**src/rtl/ram_pkg.sv**
```systemverilog
// Shared definitions for the single-port RAM access controller.
// Holds the FSM state encoding and the default data/address widths.
package ram_pkg;

  localparam int unsigned DEF_DATA_WIDTH = 8;
  localparam int unsigned DEF_ADDR_WIDTH = 4;

  // Controller FSM states
  typedef enum logic [1:0] {
    ST_IDLE    = 2'd0,
    ST_RD_WAIT = 2'd1,
    ST_RSP     = 2'd2,
    ST_INIT    = 2'd3
  } ctrl_state_t;

endpackage : ram_pkg

```
**src/rtl/ram_access_ctrl.sv**
```systemverilog
// Initiator-side controller for a single-port synchronous RAM (1-cycle read
// latency). Accepts valid/ready read/write requests, returns read data as a
// held valid/ready response, and can fill the array with INIT_VALUE.
// Ports:
//   clk, rst_n                         clock, async active-low reset
//   req_valid/req_ready/req_we/
//   req_addr/req_wdata                 client request channel
//   rsp_valid/rsp_ready/rsp_rdata      client read response channel
//   init_start, init_busy              fill request / fill pending-or-running
//   ram_we/ram_addr/ram_din, ram_dout  RAM pins
module ram_access_ctrl
  import ram_pkg::*;
#(
  parameter int unsigned             DATA_WIDTH    = DEF_DATA_WIDTH,
  parameter int unsigned             ADDR_WIDTH    = DEF_ADDR_WIDTH,
  parameter logic [DATA_WIDTH-1:0]   INIT_VALUE    = '0,
  parameter bit                      INIT_ON_RESET = 1'b1
) (
  input  logic                  clk,
  input  logic                  rst_n,
  input  logic                  req_valid,
  output logic                  req_ready,
  input  logic                  req_we,
  input  logic [ADDR_WIDTH-1:0] req_addr,
  input  logic [DATA_WIDTH-1:0] req_wdata,
  output logic                  rsp_valid,
  input  logic                  rsp_ready,
  output logic [DATA_WIDTH-1:0] rsp_rdata,
  input  logic                  init_start,
  output logic                  init_busy,
  output logic                  ram_we,
  output logic [ADDR_WIDTH-1:0] ram_addr,
  output logic [DATA_WIDTH-1:0] ram_din,
  input  logic [DATA_WIDTH-1:0] ram_dout
);

  localparam logic [ADDR_WIDTH-1:0] LAST_ADDR = {ADDR_WIDTH{1'b1}};

  ctrl_state_t           state_q, state_d;
  logic                  init_req_q, init_req_d;
  logic [ADDR_WIDTH-1:0] cnt_q, cnt_d;
  logic [ADDR_WIDTH-1:0] rd_addr_q, rd_addr_d;
  logic                  rsp_valid_d;
  logic [DATA_WIDTH-1:0] rsp_rdata_d;

  // State and datapath registers
  always_ff @(posedge clk or negedge rst_n) begin
    if (!rst_n) begin
      state_q    <= ST_IDLE;
      init_req_q <= 1'(INIT_ON_RESET);
      cnt_q      <= '0;
      rd_addr_q  <= '0;
      rsp_valid  <= 1'b0;
      rsp_rdata  <= '0;
    end else begin
      state_q    <= state_d;
      init_req_q <= init_req_d;
      cnt_q      <= cnt_d;
      rd_addr_q  <= rd_addr_d;
      rsp_valid  <= rsp_valid_d;
      rsp_rdata  <= rsp_rdata_d;
    end
  end

  // Next-state, register updates and RAM/handshake outputs
  always_comb begin
    state_d     = state_q;
    init_req_d  = init_req_q;
    cnt_d       = cnt_q;
    rd_addr_d   = rd_addr_q;
    rsp_valid_d = rsp_valid;
    rsp_rdata_d = rsp_rdata;
    req_ready   = 1'b0;
    ram_we      = 1'b0;
    ram_addr    = rd_addr_q;
    ram_din     = req_wdata;

    unique case (state_q)
      ST_IDLE: begin
        ram_addr = req_addr;
        // A pending or new fill wins over any client request this cycle
        if (init_req_q || init_start) begin
          state_d    = ST_INIT;
          init_req_d = 1'b0;
          cnt_d      = '0;
        end else begin
          req_ready = 1'b1;
          if (req_valid) begin
            if (req_we) begin
              ram_we = 1'b1;
            end else begin
              rd_addr_d = req_addr;
              state_d   = ST_RD_WAIT;
            end
          end
        end
      end
      ST_RD_WAIT: begin
        // RAM output is valid one edge after the address was sampled
        rsp_rdata_d = ram_dout;
        rsp_valid_d = 1'b1;
        state_d     = ST_RSP;
      end
      ST_RSP: begin
        if (rsp_ready) begin
          rsp_valid_d = 1'b0;
          state_d     = ST_IDLE;
        end
      end
      ST_INIT: begin
        ram_we   = 1'b1;
        ram_addr = cnt_q;
        ram_din  = INIT_VALUE;
        cnt_d    = cnt_q + ADDR_WIDTH'(1);
        if (cnt_q == LAST_ADDR) begin
          state_d = ST_IDLE;
        end
      end
      default: state_d = ST_IDLE;
    endcase
  end

  assign init_busy = init_req_q || (state_q == ST_INIT);

endmodule : ram_access_ctrl

```
**config.mk**
```make
export PLATFORM = sky130hd
export DESIGN_NAME = ram_access_ctrl
export DESIGN_NICKNAME = d
export VERILOG_FILES = /design/src/rtl/ram_pkg.sv /design/src/rtl/ram_access_ctrl.sv
export SDC_FILE = /design/constraint.sdc
export NUM_CORES = 1
export LEC_CHECK = 0
export CAP_MARGIN = 20
export CORE_MARGIN = 2
export CORE_UTILIZATION = 40
export CTS_BUF_LIST = sky130_fd_sc_hd__clkbuf_16
export CTS_CLUSTER_DIAMETER = 100
export DETAILED_ROUTE_END_ITERATION = 10
export PLACE_DENSITY = 0.85
export SYNTH_ARGS = -nofsm -noshare
export SYNTH_HDL_FRONTEND = slang
export SYNTH_SLANG_ARGS = --single-unit
```
**constraint.sdc**
```tcl
create_clock -name clk -period 2.2 [get_ports clk]
set_clock_uncertainty 0.1 [all_clocks]
set_input_delay 0.33 -clock clk [delete_from_list [all_inputs] [get_ports clk]]
set_output_delay 0.33 -clock clk [all_outputs]
set_load 0.01 [all_outputs]
```
==> impl_metrics.tcl, run 1 <==
set metrics [dict create \
    status "finished clean" \
    p_clk_frac 0.159 \
    layout_commonest_cell "clkdlybuf4s50_1" \
    portBuffers 49 \
    slowest_delay_ns 0.54 \
    end_kind "output pin" \
    layout_common_cells "39 x clkdlybuf4s50_1, 18 x dfrtp_1, 12 x mux2_2" \
    seq_power_share 0.271 \
    cts_root_buf "clkbuf_16" \
    crit_path_cell_trace "ha_4 -> buf_4 -> nor2b_1 -> clkdlybuf4s50_1" \
    routed_wl_um 2630 \
    vias 968 \
    path_max_fanout 12 \
    cp_data_required_time_ns 1.77 \
    path_delay_family "buffers and inverters" \
    cts-buffers-inserted 3 \
    drc_errors 0 \
    io_pins 50 \
    synth_top_area_frac 0.443 \
    grt_pass1_wl_um 4330 \
    hold_viol 0 \
    leakagePower_nw 0.840 \
    arrival_ns 1.72 \
    path_buf_inv 2 \
    cts_tree "done" \
    yosysSeqAreaShare 0.467 \
    period_needed_ns 2.15 \
    ys_warn_count 0 \
    cp-start-kind "register" \
    max-vdd-ir-drop_mv 0.882 \
    fmax_ghz 0.465 \
    dp_slack_ns 0.0283 \
    dp_hpwl_um 2000 \
    drv_cap 0 \
    initial_core_util 0.429 \
    top_layer_used "met4" \
    dieArea_sq_mm 0.00311 \
    drv_slew 0 \
    area_growth_pct 65.5 \
    wl_per_cell_um 14.3 \
    grt_pass1_vias 969 \
    grt_overflow 0 \
    rsz0062_at_grt "no" \
    whs_ns 0.326 \
    p_sw_uw 800 \
    switching_share 0.344 \
    synth_area_leader_cell "dfrtp_1" \
    ys_seq_elements 20 \
    drt-pass1-iter-count 4 \
    via_per_inst 5.26 \
    setup_viol 0 \
    worst_pin_slew_ns 0.426 \
    critPathKind "reg2out" \
    antennaDiodeCount 0 \
    cts.sink_count 20 \
    cp_slowest_cell "clkdlybuf4s50_1" \
    relSlewSlack 0.716 \
    pwr-share-comb 0.569 \
    synth_cell_types 25 \
    antenna_found_initial 0 \
    floorplan.die.height_um 55.8 \
    nNetsFinal 187 \
    synth_cells 97 \
    row_count 18 \
    die-width_um 55.8 \
    gp_congestion 0.963 \
    antenna_left 0 \
    p_int_mw 1.53 \
    clk_path_buf_depth 2 \
    htreeDepth 1 \
    avgSynthCellArea_sq_um 11.1 \
    syn_area_sq_mm 0.00107 \
    clock_latency_ns 0.25 \
    dr_wl_met3_um 247 \
    layout_setup_ws_ns 0.0510 \
    coreArea_sq_mm 0.00250 \
    wl_met2_um 1280 \
    layout-drive-gt1-share 0.221 \
    syn-num-nets 129 \
    period_share 0.977 \
    drt-met1-wl_um 1060 \
    clk_pin_slew_ns 0.05 \
    synthTopCellsByArea "dfrtp_1 44%, mux2_2 13%, ha_1 7.0%" \
    cts_hold_buf 0 \
    drtIter0Drc 19 \
    pwr_density_cell_mw_per_mm2 1310 \
    track_usage 0.174 \
    grt_max_degree 21 \
    hold_class "in2async" \
]
## registers in the layout (all words and copies together) (netlist names)
name	count
cnt_q	4
init_req_q	1
rd_addr_q	4
rsp_rdata	8
rsp_valid	1
state_q	2
## timing repair
item                                    4_1_cts  5_1_grt
cloned                                        0        0
buffers inserted                              0        2
resized for setup                             9       11
endpoints found under the setup margin       15       14
## cells by family after synthesis
logic type / share of synthesized area
flip-flops: 0.467
multiplexers: 0.126
AND/OR/NAND/NOR: 0.179
adder cells (fa/ha/maj): 0.0699
AO/OA/AOI/OAI: 0.133
buffers and inverters: 0.0245
## path summary, 6_finish.rpt
check | endpoint | start | slack [ns] | cells after the start
max in group asynchronous | init_req_q | rst_n | 1.41 | 2
worst min-delay path | cnt_q[3] | rst_n | 0.33 | 2
worst max-delay path | ram_din[2] | state_q[1] | 0.05 | 4
worst max register to register | cnt_q[3] | state_q[0] | 0.33 | 6
worst min register to register | rsp_rdata[0] | rsp_rdata[0] | 0.40 | 1
min in group clk | rsp_rdata[0] | rsp_rdata[0] | 0.40 | 1
## power by group through the flow
stage | Sequential (mW) | Clock [mW] | Combinational (mW)
final | 0.632 | 0.371 | 1.32
after global routing | 0.650 | 0.389 | 1.43
after CTS | 0.619 | 0.376 | 1.33
after detailed placement | 0.616 | 0 | 1.27
after global placement | 0.603 | 0 | 1.24
after floorplan | 0.639 | 0 | 0.624
## area by class of cell
class | instances | area (sq um)
clock buffer | 3 | 75.1
multi-input combinational | 70 | 573
sequential | 20 | 503
fill | 185 | 723
tap | 30 | 37.5
inverter | 3 | 11.3
timing repair buffer | 57 | 573
clock inverter | 1 | 3.75
## per-stage QoR
stage / setup TNS, ns / instance area [sq um] / utilization / instances / power [mW]
2_1_floorplan: 0 / 1070 / - / 97 / 1.26
4_1_cts: -0.284 / 1730 / 0.692 / 182 / 2.32
6_report: 0 / 1780 / 0.711 / 184 / 2.33
3_3_place_gp: 0 / 1630 / 0.653 / 178 / 1.84
5_1_grt: 0 / 1780 / 0.711 / 184 / 2.47
3_5_place_dp: 0 / 1630 / 0.653 / 178 / 1.89
## Yosys cell counts
master,n
o211ai_1,1
a31oi_1,1
nand2b_1,3
o32ai_1,1
nand3b_4,1
inv_1,3
a22oi_1,4
dfstp_2,1
nor2b_1,10
dfrtp_1,19
o311ai_0,1
o22a_1,1
a21o_1,1
nand3_1,3
clkbuf_1,4
o22ai_1,1
nand2_1,5
a221oi_1,1
or2_2,2
mux2_2,12
nor3b_4,1
o21ai_0,10
ha_1,6
nand3b_1,2
nor2_1,3
## per-layer routing
| layer | vias to the layer above | track usage |
|---|---|---|
| met4 | 0 | 0.0732 |
| met2 | 49 | 0.315 |
| met3 | 4 | 0.0581 |
| met5 | - | 0 |
| li1 | 456 | - |
| met1 | 459 | 0.183 |
(Power assumes the default switching activity.)
==> inputs of run 2 (changes only) <==
--- a/config.mk
+++ b/config.mk
@@ -5,7 +5,7 @@
 export SDC_FILE = /design/constraint.sdc
 export NUM_CORES = 1
 export LEC_CHECK = 0
-export CAP_MARGIN = 20
+export CAP_MARGIN = 40
 export CORE_MARGIN = 2
 export CORE_UTILIZATION = 40
 export CTS_BUF_LIST = sky130_fd_sc_hd__clkbuf_16
==> results of run 2 <==
Final layout, timing and power as in run 1 (identical DEF).
==> inputs of run 3 (changes only) <==
--- a/config.mk
+++ b/config.mk
@@ -6,6 +6,7 @@
 export NUM_CORES = 1
 export LEC_CHECK = 0
 export CAP_MARGIN = 40
+export CORE_ASPECT_RATIO = 0.6
 export CORE_MARGIN = 2
 export CORE_UTILIZATION = 40
 export CTS_BUF_LIST = sky130_fd_sc_hd__clkbuf_16
==> impl_metrics.tcl, run 3 (synthesis gave the netlist of run 1 again) <==
set metrics [dict create \
    vias 1012 \
    clk_path_buf_depth 2 \
    htreeDepth 1 \
    antenna_left 0 \
    portBuffers 49 \
    row_count 14 \
    fmax_ghz 0.469 \
    coreArea_sq_mm 0.00252 \
    setup_viol 0 \
    total_power_mw 2.37 \
    clk_pin_slew_ns 0.06 \
    period_share 0.970 \
    routed_wl_um 3150 \
    gp_congestion 0.877 \
    worst_pin_slew_ns 0.459 \
    grt_pass1_wl_um 5060 \
    timing.rr.start "state_q[0]" \
    startpoint "state_q[0]" \
    fin_util 0.702 \
    grt_overflow 0 \
    antenna_found_initial 0 \
    antennaDiodeCount 0 \
    drtIter0Drc 69 \
    cts_root_buf "clkbuf_16" \
    cts.sink_count 20 \
    critPathCapture "ram_we" \
    layout_commonest_cell "clkdlybuf4s50_1" \
    rrSetupSlack_ns 0.29 \
    nNetsFinal 189 \
    leakagePower_nw 0.803 \
    hold_viol 0 \
    arrival_ns 1.70 \
    cts_tree "done" \
    drt-pass1-iter-count 4 \
    drc_errors 0 \
    die-width_um 70.9 \
    initial_core_util 0.426 \
    end_kind "output pin" \
    floorplan.die.height_um 44.1 \
    largest_register "rsp_rdata" \
    drv_slew 0 \
    r2r-end "cnt_q[3]" \
    grt_max_degree 21 \
    status "finished clean" \
    placed_area_sq_mm 0.00163 \
    via_per_inst 5.38 \
    wl_per_cell_um 16.8 \
    reg.largest.list "rsp_rdata: 8 flops, cnt_q: 4 flops, rd_addr_q: 4 flops" \
    clock_latency_ns 0.25 \
    critPathKind "reg2out" \
    rsz0062_at_grt "no" \
    drv_cap 0 \
    layout-drive-gt1-share 0.224 \
    cts_hold_buf 0 \
    period_needed_ns 2.13 \
    area_growth_pct 64.9 \
    cp_data_required_time_ns 1.77 \
    pwr_density_cell_mw_per_mm2 1340 \
    dp_hpwl_um 2330 \
    path_max_fanout 3 \
    hold_class "in2async" \
    design_area_sq_mm 0.00177 \
    cp-start-kind "register" \
    grt_pass1_vias 1063 \
    track_usage 0.218 \
    layout_common_cells "34 x clkdlybuf4s50_1, 19 x dfrtp_1, 13 x dlygate4sd2_1" \
    dieArea_sq_mm 0.00313 \
    max-vdd-ir-drop_mv 0.691 \
    io_pins 50 \
    cts-buffers-inserted 3 \
    relSlewSlack 0.694 \
    largest_reg_flops 8 \
    ff2ff_path_depth 7 \
]
## run 3: changes by cell type in the layout (fill, tap and decap cells not counted)
| cell | delta |
|---|---|
| inv_1 | +1 |
| dlymetal6s2s_1 | -7 |
| dfrtp_1 | +1 |
| buf_4 | +2 |
| dlygate4sd2_1 | +12 |
| clkdlybuf4s50_1 | -5 |
| dfrtp_2 | -1 |
| clkinv_1 | -1 |
| ha_4 | +1 |
| ha_2 | -1 |
## run 3: critical path, cell delays in order, from the launching register on
cell and delay [ns]:
dfrtp_1 0.39, inv_2 0.12, ha_4 0.16, nor3b_4 0.23, buf_4 0.15, a31oi_1 0.07
nor2_1 0.09, clkdlybuf4s15_1 0.24
## run 3: metal layers
metal,part of all wire,track usage,vias to the layer above
met5,0,0,-
met4,0.012,0.0755,0
met3,0.072,0.0615,4
met2,0.51,0.391,45
met1,0.40,0.256,499
li1,-,-,464
## run 3: final cells by class
type                       count  area (sq um)
clock buffer                   3          75.1
sequential                    20           502
multi-input combinational     70           583
inverter                       3          11.3
fill                         203           752
tap                           32          40.0
timing repair buffer          59           556
clock inverter                 1          3.75
## run 3: worst min path at each step
stage,to,slack (ns),cells past startpoint
floorplan,cnt_q[0],-0.07,0
global placement,rd_addr_q[3],0.39,1
detailed placement,rd_addr_q[1],0.39,1
CTS,rsp_rdata[2],0.32,2
global route,rsp_rdata[2],0.34,2
finish,rsp_rdata[2],0.31,2
## run 3: power by group
part / switching [mW] / total [mW] / internal, mW
clock: 0.133 / 0.375 / 0.242
sequential: 0.0906 / 0.611 / 0.520
combinational: 0.647 / 1.39 / 0.739
## run 3: repair_timing
action                     in CTS  in global routing
pin swaps                       0                  0
buffers inserted                4                  1
gates resized for setup        22                  3
setup endpoints to repair      15                  2
## run 3: metrics by stage
stage | instances | TNS, ns | hold WS (ns) | setup WS [ns]
2_1_floorplan | 97 | 0 | -0.0656 | 0.394
3_3_place_gp | 179 | 0 | 0.387 | 0.00209
3_5_place_dp | 179 | -0.000162 | 0.393 | -0.000162
4_1_cts | 187 | 0 | 0.325 | 0.00213
5_1_grt | 188 | 0 | 0.338 | 0.000623
6_report | 188 | 0 | 0.311 | 0.0665
